<file path="config.mk">
export PLATFORM = sky130hd
export DESIGN_NAME = proc_dpath_flat
export DESIGN_NICKNAME = d
export VERILOG_FILES = /design/src/rtl/proc_pkg.sv /design/src/rtl/proc_dpath_if.sv /design/src/rtl/proc_dpath_queue.sv /design/src/rtl/proc_dpath.sv /design/src/flat_wrapper.sv
export SDC_FILE = /design/constraint.sdc
export NUM_CORES = 1
export LEC_CHECK = 0
export BUFFER_PORTS_ARGS = -buffer_cell sky130_fd_sc_hd__buf_4
export CAP_MARGIN = 20
export CORE_MARGIN = 5
export CORE_UTILIZATION = 46
export CTS_BUF_LIST = sky130_fd_sc_hd__clkbuf_8 sky130_fd_sc_hd__clkbuf_16
export DETAILED_ROUTE_END_ITERATION = 12
export PLACE_DENSITY_LB_ADDON = 0.3
export SLEW_MARGIN = 25
export SYNTH_ARGS = -nofsm -noshare
export SYNTH_HDL_FRONTEND = slang
export SYNTH_HIERARCHICAL = 1
export SYNTH_SLANG_ARGS = --single-unit
</file>
<file path="constraint.sdc">
create_clock -name clk -period 2.5 [get_ports clk]
set_input_delay 0.125 -clock clk [delete_from_list [all_inputs] [get_ports clk]]
set_output_delay 0.125 -clock clk [all_outputs]
set_load 0.01 [all_outputs]
</file>
<file path="src/rtl/proc_pkg.sv">
// Shared encodings for the processor control-signal interface between
// the controller and the datapath.
package proc_pkg;

  localparam logic SEL_IMM = 1'b0;
  localparam logic SEL_SUM = 1'b1;
  localparam logic SEL_A   = 1'b1;

  localparam int CW_REGA_EN  = 7;
  localparam int CW_REGA_SEL = 6;
  localparam int CW_REGB_EN  = 5;
  localparam int CW_REGB_SEL = 4;
  localparam int CW_IMM_MSB  = 3;
  localparam int CW_IMM_LSB  = 0;

  // Field order mirrors the bit positions above, MSB first.
  typedef struct packed {
    logic       regA_en;
    logic       regA_sel;
    logic       regB_en;
    logic       regB_sel;
    logic [3:0] imm;
  } ctrl_word_t;

endpackage

</file>
<file path="src/rtl/proc_dpath_if.sv">
// Control word plus output stream between controller/harness (master)
// and datapath (slave).
interface proc_dpath_if #(
  parameter int NBITS = 8
);
  logic             regA_en;
  logic             regA_sel;
  logic             regB_en;
  logic             regB_sel;
  logic [3:0]       imm;
  logic             stall;
  logic [NBITS-1:0] out_msg;
  logic             out_val;
  logic             out_rdy;
  logic [NBITS-1:0] regA_out;
  logic [NBITS-1:0] regB_out;
  logic             carry;

  modport master (
    output regA_en, regA_sel, regB_en, regB_sel, imm, out_rdy,
    input  stall, out_msg, out_val, regA_out, regB_out, carry
  );

  modport slave (
    input  regA_en, regA_sel, regB_en, regB_sel, imm, out_rdy,
    output stall, out_msg, out_val, regA_out, regB_out, carry
  );
endinterface

</file>
<file path="src/rtl/proc_dpath_queue.sv">
// Circular FIFO of DEPTH x NBITS entries; head reads as zero when empty.
module proc_dpath_queue #(
  parameter int NBITS = 8,
  parameter int DEPTH = 4
) (
  input  logic             clk,
  input  logic             reset,
  input  logic             enq_en,
  input  logic [NBITS-1:0] enq_data,
  input  logic             deq_en,
  output logic [NBITS-1:0] deq_data,
  output logic             full,
  output logic             empty
);
  localparam int PW = $clog2(DEPTH);

  logic [NBITS-1:0] mem [DEPTH];
  logic [PW-1:0]    head;
  logic [PW-1:0]    tail;
  logic [PW:0]      count;
  logic             enq_fire;
  logic             deq_fire;

  assign full     = (count == (PW+1)'(DEPTH));
  assign empty    = (count == '0);
  assign enq_fire = enq_en && !full;
  assign deq_fire = deq_en && !empty;
  assign deq_data = empty ? '0 : mem[head];

  // Pointers wrap naturally because DEPTH is a power of two.
  always_ff @(posedge clk or posedge reset) begin
    if (reset) begin
      head  <= '0;
      tail  <= '0;
      count <= '0;
    end else begin
      if (enq_fire) tail <= tail + 1'b1;
      if (deq_fire) head <= head + 1'b1;
      case ({enq_fire, deq_fire})
        2'b10:   count <= count + 1'b1;
        2'b01:   count <= count - 1'b1;
        default: count <= count;
      endcase
    end
  end

  always_ff @(posedge clk) begin
    if (enq_fire) mem[tail] <= enq_data;
  end

endmodule

</file>
<file path="src/rtl/proc_dpath.sv">
// Datapath with registers A/B, an adder and an output queue that
// records every A write; stalls the controller while the queue is full.
module proc_dpath #(
  parameter int NBITS = 8,
  parameter int DEPTH = 4
) (
  input logic       clk,
  input logic       reset,
  proc_dpath_if.slave io
);
  import proc_pkg::*;

  logic [NBITS-1:0] a_q;
  logic [NBITS-1:0] b_q;
  logic             carry_q;
  logic [NBITS:0]   sum;
  logic [NBITS-1:0] imm_ext;
  logic [NBITS-1:0] a_next;
  logic [NBITS-1:0] b_next;
  logic             write_ok;
  logic             a_we;
  logic             b_we;
  logic             q_full;
  logic             q_empty;
  logic [NBITS-1:0] q_head;

  assign sum      = {1'b0, a_q} + {1'b0, b_q};
  assign imm_ext  = NBITS'(io.imm);
  assign write_ok = !q_full;
  assign a_we     = io.regA_en && write_ok;
  assign b_we     = io.regB_en && write_ok;

  always_comb begin
    a_next = imm_ext;
    b_next = imm_ext;
    if (io.regA_sel == SEL_SUM) a_next = sum[NBITS-1:0];
    if (io.regB_sel == SEL_A)   b_next = a_q;
  end

  // Both writes use pre-edge A/B; carry stays set until reset.
  always_ff @(posedge clk or posedge reset) begin
    if (reset) begin
      a_q     <= '0;
      b_q     <= '0;
      carry_q <= 1'b0;
    end else begin
      if (a_we) a_q <= a_next;
      if (b_we) b_q <= b_next;
      if (a_we && io.regA_sel == SEL_SUM && sum[NBITS]) carry_q <= 1'b1;
    end
  end

  proc_dpath_queue #(
    .NBITS (NBITS),
    .DEPTH (DEPTH)
  ) u_queue (
    .clk      (clk),
    .reset    (reset),
    .enq_en   (a_we),
    .enq_data (a_next),
    .deq_en   (io.out_rdy),
    .deq_data (q_head),
    .full     (q_full),
    .empty    (q_empty)
  );

  assign io.stall    = q_full;
  assign io.out_val  = !q_empty;
  assign io.out_msg  = q_head;
  assign io.regA_out = a_q;
  assign io.regB_out = b_q;
  assign io.carry    = carry_q;

endmodule
</file>
<file path="src/flat_wrapper.sv">
// flat-port wrapper written by rule: the top's interface ports become plain ports
module proc_dpath_flat import proc_pkg::*;
#(
  parameter int NBITS = 8,
  parameter int DEPTH = 4
)
  (clk, reset, io_regA_en, io_regA_sel, io_regB_en, io_regB_sel, io_imm, io_out_rdy, io_stall, io_out_msg, io_out_val, io_regA_out, io_regB_out, io_carry);
  proc_dpath_if #(.NBITS(NBITS)) io_i ();
  input logic clk;
  input logic reset;
  input wire logic [$bits(io_i.regA_en)-1:0] io_regA_en;
  input wire logic [$bits(io_i.regA_sel)-1:0] io_regA_sel;
  input wire logic [$bits(io_i.regB_en)-1:0] io_regB_en;
  input wire logic [$bits(io_i.regB_sel)-1:0] io_regB_sel;
  input wire logic [$bits(io_i.imm)-1:0] io_imm;
  input wire logic [$bits(io_i.out_rdy)-1:0] io_out_rdy;
  output wire logic [$bits(io_i.stall)-1:0] io_stall;
  output wire logic [$bits(io_i.out_msg)-1:0] io_out_msg;
  output wire logic [$bits(io_i.out_val)-1:0] io_out_val;
  output wire logic [$bits(io_i.regA_out)-1:0] io_regA_out;
  output wire logic [$bits(io_i.regB_out)-1:0] io_regB_out;
  output wire logic [$bits(io_i.carry)-1:0] io_carry;
  assign io_i.regA_en = io_regA_en;
  assign io_i.regA_sel = io_regA_sel;
  assign io_i.regB_en = io_regB_en;
  assign io_i.regB_sel = io_regB_sel;
  assign io_i.imm = io_imm;
  assign io_i.out_rdy = io_out_rdy;
  assign io_stall = io_i.stall;
  assign io_out_msg = io_i.out_msg;
  assign io_out_val = io_i.out_val;
  assign io_regA_out = io_i.regA_out;
  assign io_regB_out = io_i.regB_out;
  assign io_carry = io_i.carry;
  proc_dpath #(.NBITS(NBITS), .DEPTH(DEPTH)) u_core (.clk(clk), .reset(reset), .io(io_i));
endmodule
</file>
==> out/metrics.yaml <==
dpl.hpwl_um: 3720
fmax_ghz: 0.442
routed_wl_um: 5060
cts_tree: "yes"
final_nets: 270
hold_start: "io_out_rdy"
crit_type: "reg -> reg"
synth_fa_ha_area_share_pct: 7.41
design_area_um2: 3190
yosysUniqueCellTypes: 39
hold_path_class: "in -> reg"
fin_crit_sh_pct: 90.5
drv_slew: 0
cp_cell_sequence: "nor3b_2 > nand2b_1 > inv_2 > nor2b_2 > inv_1 > ha_1 > inv_1 > fa_1 > xor2_1 > nor2_1 > xor2_1"
slew_headroom_pct: 54.9
muxShareOfSynthArea_pct: 11.6
use_met2_pct: 25.1
cap_violations: 0
setup_viol: 0
yosys.area_share.simple_pct: 10.5
crit_family: "simple AND/OR/NAND/NOR gates"
worstMarginPinSlew_ps: 676
drt_iter0_drc: 52
grt_pass1_vias: 1696
rsz0062_at_grt: "false"
syn-mean-instance-area_um2: 13.5
synthCells: 202
syn-cell-area_um2: 2740
worstPathMaxFanout: 4
io_pins: 38
cts_buffer_depth: 2
grt_max_degree: 18
clkTransAtPathRegs_ps: 90
diodes: 0
busiest_layer: "met2"
critPathCaptureType: "flip-flop"
ys_warn_count: 6
core_area_um2: 5850
ys_seq_elements: 56
timing.final.crit_period_ps: 2260
drt-pass1-iter-count: 4
overflow: 0
startpoint_type: "flip-flop"
synth_top_area_share_pct: 35.1
grt_pass1_wl_um: 8600
cp.arrival_ps: 2490
place_ws_ps: 251
grtUsageMet1_pct: 19.8
antenna_found_initial: 0
grt_usage_pct: 15.0
synth_xor_area_share_pct: 3.52
cts.sinks: 56
wl_per_cell_um: 15.8
yosysTopAreaCell: "edfxtp_1"
ir_worst_vdd_mv: 0.601
die_x_um: 87.1
hold_viol: 0
critPathRequiredTime_ps: 2730
syn_to_final_growth_pct: 16.6
critical-path-slowest-cell: "dfrtp_1"
vias_per_cell: 5.07
dpl_cell_area_um2: 3090
dr_total_vias: 1621
die_h_um: 87.1
clk_root_buffer_cell: "clkbuf_8"
io_buffers: 37
outcome: "completed"
crit_start: "u_core/u_queue/count[0]"
ys.flop_type: "edfxtp_1"
final_layout_size_suffix_gt1_share_pct: 30.2
r2r_start: "u_core/u_queue/count[0]"
p_leak_uw: 0.00140
path_buf_inv: 3
final_antenna_net_count: 0
gp_congestion: 0.748
powerDensity_nw_per_um2: 1210
syn-num-nets: 228
synth_area_leaders: "edfxtp_1, dfrtp_1, mux4_2, ha_1, and2_1"
synth_compound_area_share_pct: 6.59
fin_skew_ps: 5.84
cts_setup_buffers: 0
insertion_delay_ps: 300
rows: 28
fin_tns_setup_ps: 0
drc: 0
fillers: 479
slowest_delay_ps: 430
initial_core_util_pct: 46.7
numCtsBuffers: 5
htreeDepth: 2
synth-edff-count: 32
seq_area_frac_synth_pct: 57.1
synth_top_family_by_area: "multiplexers"
grt_use_met3_pct: 3.03
synthArstFlopShare_pct: 42.9
dieArea_um2: 7590
layout_setup_ws_ps: 237
[tightest hold or removal path, cell delays in order]
cell     delay [ps]
buf_4           120
nand3_2          60
xnor2_1          60
[area by class of cell]
| cell class | instances | area (um2) | area share, % |
|---|---|---|---|
| Inverter | 14 | 52.6 | 1.65 |
| Clock inverter | 3 | 18.8 | 0.589 |
| Timing Repair Buffer | 41 | 310 | 9.73 |
| Sequential cell | 56 | 1560 | 49.0 |
| Multi-Input combinational cell | 126 | 1080 | 33.9 |
| Tap cell | 75 | 93.8 | 2.94 |
| Clock buffer | 5 | 68.8 | 2.16 |
[routing by layer]
metal / routed length [um] / vias to the layer above
met3: 191 / 5
met4: 54 / 0
met2: 2470 / 33
li1: - / 795
met1: 2340 / 788
met5: 0 / -
[layout by cell type (no fill, tap or decap), types with 6 or more instances in the layout]
cell	count
inv_1	13
and2_1	18
edfxtp_1	32
nand2_1	20
dfrtp_1	24
xnor2_1	6
buf_4	40
ha_1	13
nor2_1	6
mux4_2	8
o21ai_0	10
[cells in the mapped netlist (2+ instances only)]
| library cell | count |
|---|---|
| mux2_4 | 2 |
| nand2_1 | 20 |
| a21oi_1 | 3 |
| clkbuf_1 | 3 |
| dfrtp_1 | 24 |
| nand2b_1 | 2 |
| fa_1 | 2 |
| nor2_1 | 6 |
| and2_1 | 18 |
| mux2_2 | 5 |
| o21ai_0 | 10 |
| ha_1 | 13 |
| a211oi_1 | 2 |
| xnor2_1 | 6 |
| inv_1 | 13 |
| mux2i_1 | 5 |
| a21o_1 | 2 |
| xor2_1 | 5 |
| mux4_2 | 8 |
| edfxtp_1 | 32 |
| buf_6 | 2 |
| a31o_2 | 2 |
[cells by family (layout without fill, tap and decap cells)]
| logic type | count (synthesis) | count (layout) |
|---|---|---|
| fa+ha+maj | 15 | 15 |
| simple gates | 53 | 53 |
| xor+xnor | 11 | 11 |
| compound gates | 27 | 27 |
| flops | 56 | 56 |
| mux | 20 | 20 |
| buf+inv | 20 | 63 |
[final timing paths]
check                                     endpoint  slack (ps)  cells after the start
max                        u_core/u_queue/count[2]         240                     11
min                         u_core/u_queue/head[1]          90                      3
max reg2reg                u_core/u_queue/count[2]         240                     11
min reg2reg                        u_core/io.carry         510                      1
max in group asynchronous    u_core/io.regA_out[6]        1580                      3
min in group asynchronous   u_core/u_queue/tail[1]         330                      3
[state kept, by name, indices dropped and copies added, names as in the netlist]
| register | cells |
|---|---|
| u_core/io.carry | 1 |
| u_core/io.regA_out | 8 |
| u_core/io.regB_out | 8 |
| u_core/u_queue/count | 3 |
| u_core/u_queue/head | 2 |
| u_core/u_queue/mem | 32 |
| u_core/u_queue/tail | 2 |
[power breakdown]
group	internal, uW	switching [uW]
registers	1360	241
clock network	196	287
logic	936	855
[through the flow]
| stage | utilization, % | power, uW | instances | hold slack (ps) |
|---|---|---|---|---|
| floorplan | - | 2810 | 202 | -71.6 |
| global placement | 52.8 | 3370 | 311 | 90.8 |
| detailed placement | 52.8 | 3420 | 311 | 91.7 |
| CTS | 54.5 | 3930 | 320 | 89.0 |
| global route | 54.5 | 4190 | 320 | 91.6 |
| finish | 54.5 | 3870 | 320 | 94.4 |
[timing repair]
action | 4_1_cts | 5_1_grt
hold buffers | 1 | 0
hold endpoints to repair | 24 | 0
resized for setup | 0 | 0
(Power assumes the default switching activity.)
